$ cat src/rtl/cv32e40s_rf_ecc_scrubber.sv
// Background ECC scrubber for the register file: walks x1..x31 on a borrowed
// read port during idle cycles and reports words whose check bits do not match.
module cv32e40s_rf_ecc_scrubber #(
  parameter int unsigned SCRUB_INTERVAL          = 64,
  parameter int unsigned ERR_CNT_WIDTH           = 8,
  parameter int unsigned REGFILE_NUM_WRITE_PORTS = 2,
  parameter int unsigned REGFILE_WORD_WIDTH      = 38
) (
  input  logic                                     clk,
  input  logic                                     rst_n,
  input  logic                                     enable_i,
  input  logic                                     port_free_i,
  output logic                                     rd_req_o,
  output logic [4:0]                               raddr_o,
  input  logic [REGFILE_WORD_WIDTH-1:0]            rdata_i,
  input  logic [REGFILE_NUM_WRITE_PORTS-1:0][4:0]  waddr_i,
  input  logic [REGFILE_NUM_WRITE_PORTS-1:0]       we_i,
  input  logic                                     clear_i,
  output logic                                     err_o,
  output logic [4:0]                               err_addr_o,
  output logic [ERR_CNT_WIDTH-1:0]                 err_cnt_o
);

  localparam int          ECC_WIDTH = REGFILE_WORD_WIDTH - 32;
  localparam logic [15:0] RELOAD    = 16'(SCRUB_INTERVAL - 1);

  // Parity masks shared with the register file write-side encoder.
  localparam logic [5:0][31:0] ECC_MASK = {
    32'h2DCC624C, 32'hC2C1323B, 32'h31234ED1,
    32'h413D89AA, 32'hDEBA8050, 32'h2606BD25
  };

  typedef enum logic [1:0] {
    IDLE,
    WAIT,
    REQ,
    CHECK
  } state_e;

  state_e                          state_q, state_d;
  logic [15:0]                     cnt_q, cnt_d;
  logic [4:0]                      ptr_q, ptr_d;
  logic [REGFILE_WORD_WIDTH-1:0]   word_q, word_d;
  logic                            coll_q, coll_d;
  logic                            err_q, err_d;
  logic [4:0]                      err_addr_q, err_addr_d;
  logic [ERR_CNT_WIDTH-1:0]        err_cnt_q, err_cnt_d;

  logic                            collision_now;
  logic                            mismatch;
  logic [4:0]                      ptr_next;

  function automatic logic [ECC_WIDTH-1:0] ecc_encode(input logic [31:0] data);
    logic [ECC_WIDTH-1:0] chk;
    chk = '0;
    for (int i = 0; i < ECC_WIDTH; i++) begin
      chk[i] = ^(data & ECC_MASK[i]);
    end
    return chk;
  endfunction

  always_comb begin
    collision_now = 1'b0;
    for (int k = 0; k < int'(REGFILE_NUM_WRITE_PORTS); k++) begin
      if (we_i[k] && (waddr_i[k] == ptr_q)) begin
        collision_now = 1'b1;
      end
    end
  end

  assign mismatch = (ecc_encode(word_q[31:0]) != word_q[REGFILE_WORD_WIDTH-1:32]);
  assign ptr_next = (ptr_q == 5'd31) ? 5'd1 : ptr_q + 5'd1;

  always_comb begin
    state_d    = state_q;
    cnt_d      = cnt_q;
    ptr_d      = ptr_q;
    word_d     = word_q;
    coll_d     = coll_q;
    err_d      = 1'b0;
    err_addr_d = err_addr_q;
    err_cnt_d  = err_cnt_q;

    case (state_q)
      IDLE: begin
        cnt_d = RELOAD;
        if (enable_i) begin
          state_d = WAIT;
        end
      end
      WAIT: begin
        if (cnt_q == 16'd0) begin
          state_d = REQ;
          cnt_d   = RELOAD;
        end else begin
          cnt_d = cnt_q - 16'd1;
        end
      end
      REQ: begin
        if (port_free_i) begin
          word_d  = rdata_i;
          coll_d  = collision_now;
          state_d = CHECK;
        end
      end
      CHECK: begin
        state_d = WAIT;
        // A write to the scrubbed address makes the sample stale: retry it later.
        if (!(coll_q || collision_now)) begin
          ptr_d = ptr_next;
          if (mismatch) begin
            err_d      = 1'b1;
            err_addr_d = ptr_q;
            if (err_cnt_q != {ERR_CNT_WIDTH{1'b1}}) begin
              err_cnt_d = err_cnt_q + ERR_CNT_WIDTH'(1);
            end
          end
        end
      end
      default: state_d = IDLE;
    endcase

    if (!enable_i) begin
      state_d    = IDLE;
      ptr_d      = ptr_q;
      err_d      = 1'b0;
      err_addr_d = err_addr_q;
      err_cnt_d  = err_cnt_q;
    end

    if (clear_i) begin
      err_cnt_d  = '0;
      err_addr_d = '0;
    end
  end

  always_ff @(posedge clk or negedge rst_n) begin
    if (!rst_n) begin
      state_q    <= IDLE;
      cnt_q      <= RELOAD;
      ptr_q      <= 5'd1;
      word_q     <= '0;
      coll_q     <= 1'b0;
      err_q      <= 1'b0;
      err_addr_q <= '0;
      err_cnt_q  <= '0;
    end else begin
      state_q    <= state_d;
      cnt_q      <= cnt_d;
      ptr_q      <= ptr_d;
      word_q     <= word_d;
      coll_q     <= coll_d;
      err_q      <= err_d;
      err_addr_q <= err_addr_d;
      err_cnt_q  <= err_cnt_d;
    end
  end

  assign rd_req_o   = (state_q == REQ);
  assign raddr_o    = ptr_q;
  assign err_o      = err_q;
  assign err_addr_o = err_addr_q;
  assign err_cnt_o  = err_cnt_q;

endmodule

$ cat config.mk
export PLATFORM = sky130hd
export DESIGN_NAME = cv32e40s_rf_ecc_scrubber
export DESIGN_NICKNAME = d
export VERILOG_FILES = /design/src/rtl/cv32e40s_rf_ecc_scrubber.sv
export SDC_FILE = /design/constraint.sdc
export NUM_CORES = 1
export LEC_CHECK = 0
export CORE_ASPECT_RATIO = 1.75
export CORE_MARGIN = 4
export CORE_UTILIZATION = 46
export DETAILED_ROUTE_END_ITERATION = 8
export PLACE_DENSITY = 0.67
export SLEW_MARGIN = 20
export SYNTH_ARGS = -nofsm -noshare
export SYNTH_HDL_FRONTEND = slang
export SYNTH_SLANG_ARGS = --single-unit
$ cat constraint.sdc
create_clock -name clk -period 2.7 [get_ports clk]
set_input_delay 0.54 -clock clk [delete_from_list [all_inputs] [get_ports clk]]
set_output_delay 0.54 -clock clk [all_outputs]
set_load 0.01 [all_outputs]
After elaboration in Yosys (flattened, before gate mapping)

Cells that the tools add are included.

Bits in registers: 76
Latch bits: 0
Memory bits (writable): 0
ROM bits: 0
Input bits: 55
Logic and storage cells: 69
Memories: 0

Add/subtract/negate cells: 3
$mul: 0
Divide/modulo/power cells: 0
$lt $le $gt $ge: 0
Equal/unequal tests: 11
Shift-type cells: 0
Muxes and demuxes: 24
Bitwise logic cells: 1
Reductions and logical operators: 22

Operators by type and width:

| cell                                                                  | number |
|---|---|
| 32-bit parity                                                         | 6 |
| 8-bit two-way mux                                                     | 6 |
| 16-bit case mux with 2 select lines                                   | 1 |
| 5-bit two-way mux                                                     | 6 |
| 16-bit zero test                                                      | 1 |
| 16-bit two-way mux                                                    | 1 |
| 16-bit by 1-bit subtractor with 16-bit output (second input constant) | 1 |
| 5-bit == test                                                         | 2 |
| 2-bit nonzero test                                                    | 5 |
| 8-bit by 1-bit adder with 8-bit output (second input constant)        | 1 |
| 8-bit != test (second input constant)                                 | 1 |
| 1-bit two-way mux                                                     | 6 |
| 2-bit two-way mux                                                     | 3 |
| 3-bit != test (second input constant)                                 | 2 |
| 6-bit != test                                                         | 1 |
| 2-bit case mux with 3 select lines                                    | 1 |
| 5-bit by 1-bit adder with 5-bit output (second input constant)        | 1 |
| 5-bit == test (second input constant)                                 | 1 |
| 5-bit AND reduction                                                   | 1 |
| 2-bit == test (second input constant)                                 | 2 |
| 2-bit AND reduction                                                   | 2 |
| 4-bit AND reduction                                                   | 1 |
| 3-bit AND reduction                                                   | 1 |
| 2-bit by 1-bit == test with 1-bit output (second input constant)      | 1 |
| other kinds (6)                                                       | 7 |

Logic depth before layout (Yosys ltp)

Word-level depth: 9
Mapped depth: 12
Depth with buffers taken out: 8

Worst setup path after synthesis

No wires, ideal clock.

Path type: register to register
From: reg ptr_q[3] (netlist: raddr_o[3])
To: reg err_cnt_q[3] (netlist: err_cnt_o[3])
Arrival time: 2.231 ns
Data required time: 2.622 ns
Setup slack: 0.390 ns
Cell stages (with the launch flop): 11
Buffers on the path: 2
Period minus slack after synthesis: 2.310 ns
Cell sequence: dfrtp_1 -> buf_2 -> xor2_1 -> nor4_1 -> nand3_1 -> nand2_1 -> or3_1 -> clkbuf_1 -> o21bai_2 -> or4_1 -> a21oi_1

Cells in the longest elaborated chain, start to end: 7
Elaborated cells on any way between the ends: 9

Ends and longest elaborated chain:

| element                                  | line | source |
|---|---|---|
| from (decl)                              | 42   | `logic [4:0] ptr_q, ptr_d;` |
| from (signal assigned)                   | 150  | `ptr_q <= ptr_d;` |
| 5-bit == test                            | 65   | `if (we_i[k] && (waddr_i[k] == ptr_q)) begin` |
| 1-bit logical AND                        | 65   |  |
| 1-bit two-way mux                        | 65   |  |
| 1-bit two-way mux (*)                    | 65   |  |
| 1-bit logical OR (*)                     | 109  | `if (!(coll_q \|\| collision_now)) begin` |
| 2-bit != test (no source line) (*)       | -    |  |
| 5-bit AND reduction (no source line) (*) | -    |  |
| to (signal assigned)                     | 155  | `err_cnt_q <= err_cnt_d;` |
| to (decl)                                | 47   | `logic [ERR_CNT_WIDTH-1:0] err_cnt_q, err_cnt_d;` |

Every way passes the cells marked *; elsewhere a longest branch is shown, timed or not.
A chain may end at the register's enable or synchronous reset.

Worst setup path after layout

From: reg cnt_q[8]
To: reg state_q[1]

Cells in the longest elaborated chain, start to end: 3

Ends and longest elaborated chain:

| element                              | line | source |
|---|---|---|
| from (decl)                          | 41   | `logic [15:0] cnt_q, cnt_d;` |
| from (signal assigned)               | 149  | `cnt_q <= cnt_d;` |
| 16-bit zero test                     | 92   | `if (cnt_q == 16'd0) begin` |
| 3-bit != test (no source line)       | -    |  |
| 2-bit AND reduction (no source line) | -    |  |
| to (signal assigned)                 | 148  | `state_q <= state_d;` |
| to (decl)                            | 40   | `state_e state_q, state_d;` |

No other way between the ends.

==> results.txt <==
* Startpoint type of the worst setup path: register
- The clock reaches the later pin of the worst-skew pair after 330 ps.
* Number of fill cells in the layout: 737
* Die width: 79.6 µm
- Max-cap violations: 0
- The final critical path takes up 93.3% of the cycle.
* Highest-count cells in the layout ignoring fill and taps: 73 x sky130_fd_sc_hd__clkdlybuf4s50_1, 69 x sky130_fd_sc_hd__dfrtp_1, 45 x sky130_fd_sc_hd__xnor2_1
- Yosys mapped the design onto 46 distinct sky130hd cell types.
* Final GP Congestion: 0.833
* Clk sinks: 76
- Number of cells produced by synthesis: 370
- Once placement completed, the tool counted placed cells totaling 554.
- Setup violations remaining at the end of the flow were counted as 0.
- TritonCTS built the clock tree.
- Critical path buffer and inverter count: 0
- Per-cell via count in the routed design: 5.22
- The analysis attributes to net switching a power of 2.18 mW.
- Post-synthesis instance area: 0.00412 mm²
* Post-synth net total: 434
- Crit path required time: 2950 ps
- The worst path meets setup with 181 ps of slack.
- Dividing total power by cell area gives a power density of 1190 mW/mm².
- Maximum number of pins on one net before global-route repair: 77
- The internal power of the cells totals 4.13 mW.
- Relative area change from synthesis to final layout: 29.1%
* Largest clock skew in the final design: 9.87 ps
- The run finished with clean final reports.
- Syn Area/Cell: 11.1 µm²
- In the final layout, flip-flops and latches occupy 0.00191 mm².
* GRT Residual Overflow: 0
* End of the worst register-to-register path: state_q[1]$_DFFE_PN0P_
- In this run the core area contains 45 standard-cell rows.
* Half-perimeter wire length of the detailed placement result: 6820 µm
- Relative contribution of sequential cells to total power: 29.2%
- Slowest library cell on the worst path: sky130_fd_sc_hd__or4_4
- Combinational logic burns 51.4% of the power.
* Net switching share of the total power: 34.6%
- Combined area of the multi-input logic cells: 0.00211 mm²
* Vias: 2979
- Port buffering added 74 buffers.
* Total of flip-flops plus latches after synthesis: 76
- Clock-pin slew was measured on the worst setup and hold paths at 60 ps.
- Io pins: 75
- The worst setup path is captured at a register.
* Setup slack, reg-to-reg: 180 ps
- For this run, the register share of the synthesized area comes to 46.3%.
- Routed len/inst: 16.0 µm
- Post-route antenna net violation count: 0
- The floorplan step defined a die boundary enclosing 0.0106 mm².
- In the final layout, the share of cells above drive strength 1 is 18.3%.
* Series of cell instances along the critical path: or3_1, or4_4, nor3_2, nand4_1, and2_1, nor2_1, nand2_1, a21boi_0
- Worst R2R Path Depth: 8
- Final min period: 2520 ps
- Summed over all layers, the routed wires come to 9130 µm.
- Critical path depth: 8
* CTS H-Tree Depth: 3
- Hold buffers post-CTS: 0
- Headroom to the max-slew limit: 36.4%
- Critical path capture point: state_q[1]$_DFFE_PN0P_
* Root Buffer: sky130_fd_sc_hd__clkbuf_16
- Number of antenna violations at the first check in global routing: 0
- Overall die height: 133 µm
* Drt first pass iters: 4
- Counting along the longest clock path gives a buffer depth of 2.
- Summed over all cells, the static leakage comes to 2.29 nW.
- Number of buffers inserted during clock tree synthesis: 9
- Launch instance of the worst register-to-register path: cnt_q[8]$_DFFE_PN0P_
- Warning count from the yosys run: 0
- Most common cell after layout, fill and taps aside: sky130_fd_sc_hd__clkdlybuf4s50_1
- Core area: 0.00873 mm²
* IR Drop Worst-Case VDD: 842 µV
- Critical path start-end classification: reg2reg
- The clock network burns 19.3% of the power.
- The critical path starts at cnt_q[8]$_DFFE_PN0P_.
- Setup repair after global routing left no endpoint under its margin.
- Slew at the pin with the worst max-slew slack: 953 ps
* Post-detailed-route DRC marker count: 0
- The number of global-route vias before repair came to 3179.
- The detailed router finished its first iteration with 67 violations.
- Excluding fillers, the count of instances in the completed layout stands at 571.
- Broken down by cell family, the worst path's largest delay share belongs to simple AND/OR/NAND/NOR gates.
* Post-Place Worst Slack: -96.0 ps
- The repair_antennas step left the layout with diodes totalling 0.
* Kind of path behind the tightest hold check: in2async
* Highest clock rate: 397 MHz
- For this run, the total global-route usage over all layers was measured as 18.9%.
* Largest stage delay on the critical path: 450 ps
- Total power for the finished layout comes to 6.32 mW.
- Global-route wire length before repair: 15600 µm
- Starting density of the core: 47.3%
- Worst hold slack across all endpoints: 359 ps
- At the worst endpoint, the arrival time is 2770 ps.
- Final Slew Violations: 0
- Of all nets on the critical path, the largest fanout is 8.
- Final hold vios: 0
- Number of nets in the layout: 513
[stage by stage]
step                utilization [%]  TNS [ps]  area [µm²]
detailed placement             57.4      -468        5010
global placement               57.4         0        5010
global route                   61.0         0        5320
CTS                            60.9         0        5320
floorplan                         -         0        4120
finish                         61.0         0        5320
[per-layer routing]
layer  global-route usage (%)  wire length, µm
met5                        0                0
met4                     6.88              120
met3                     3.92              266
met2                     34.9             5340
met1                     20.7             3400
[power groups by stage]
stage               clock, mW  combinational, mW  sequential (mW)
global placement            0               3.23             1.85
detailed placement          0               3.28             1.87
finish                   1.22               3.25             1.85
global route             1.31               3.54             1.90
CTS                      1.25               3.31             1.85
floorplan                   0               2.68             1.79
[worst min path at each step]
| stage | start | end | slack, ps | cells past startpoint |
|---|---|---|---|---|
| floorplan | rst_n | cnt_q[10]$_DFFE_PN0P_ | 240 | 0 |
| global placement | cnt_q[15]$_DFFE_PN0P_ | cnt_q[15]$_DFFE_PN0P_ | 470 | 1 |
| detailed placement | cnt_q[15]$_DFFE_PN0P_ | cnt_q[15]$_DFFE_PN0P_ | 480 | 1 |
| CTS | rst_n | word_q[37]$_DFFE_PN0P_ | 400 | 1 |
| global route | rst_n | word_q[35]$_DFFE_PN0P_ | 440 | 1 |
| finish | rst_n | word_q[35]$_DFFE_PN0P_ | 360 | 1 |
[sequential cells by signal (all words and copies together) (netlist names)]
| name | count |
|---|---|
| word_q | 38 |
| cnt_q | 16 |
| err_cnt_o | 8 |
| err_addr_o | 5 |
| raddr_o | 5 |
| state_q | 2 |
| coll_q | 1 |
| err_o | 1 |
[cell usage after synthesis (all sizes together)]
library cell / instances / share of area (%)
ha: 9 / 2.7
o21ba: 1 / 0.24
xor2: 16 / 3.4
a22oi: 1 / 0.18
a21oi: 12 / 1.5
nor3: 10 / 1.3
nor4: 3 / 0.46
nand4: 1 / 0.15
or2: 2 / 0.30
xnor2: 47 / 10
nand3b: 1 / 0.18
nand3: 9 / 1.1
dfrtp: 69 / 42
mux2: 41 / 11
a21boi: 1 / 0.18
o21ai: 26 / 3.2
or3: 6 / 0.91
nand2: 28 / 2.5
o41ai: 2 / 0.42
o22ai: 1 / 0.30
dfstp: 7 / 4.5
nor2: 18 / 1.6
clkbuf: 8 / 0.76
or4: 4 / 0.82
nor3b: 1 / 0.18
and3: 6 / 1.0
o21bai: 1 / 0.27
mux2i: 5 / 1.2
buf: 6 / 1.1
inv: 7 / 0.64
a211oi: 1 / 0.18
and2: 3 / 0.46
xnor3: 5 / 2.8
a21o: 1 / 0.18
nand2b: 2 / 0.30
o31ai: 7 / 1.3
nor2b: 2 / 0.30
[kinds of logic (layout without fill, tap and decap cells)]
kind of cell               Yosys count  after routing  synth area share [%]
muxes                               46             46                  12.4
adders and majority gates            9              9                  2.73
DFF                                 76             76                  46.3
AOI/OAI and AO/OA                   54             54                  7.86
and+or+nand+nor                     96             96                  11.7
buffers and inverters               21            105                  2.46
xor gates and xnor gates            68             68                  16.5
[what timing repair did]
action | 4_1_cts | 5_1_grt
setup buffers | 0 | 1
setup endpoints to repair | 0 | 1
gates resized for setup | 0 | 0
[final cells by class]
class / instances / area share [%]
multi-input combinational: 273 / 39.7
sequential: 76 / 35.9
clock inverter: 4 / 0.917
clock buffer: 12 / 4.82
inverter: 7 / 0.494
timing repair buffer: 82 / 15.5
tap: 117 / 2.75
Power figures use the tool's default switching activity.
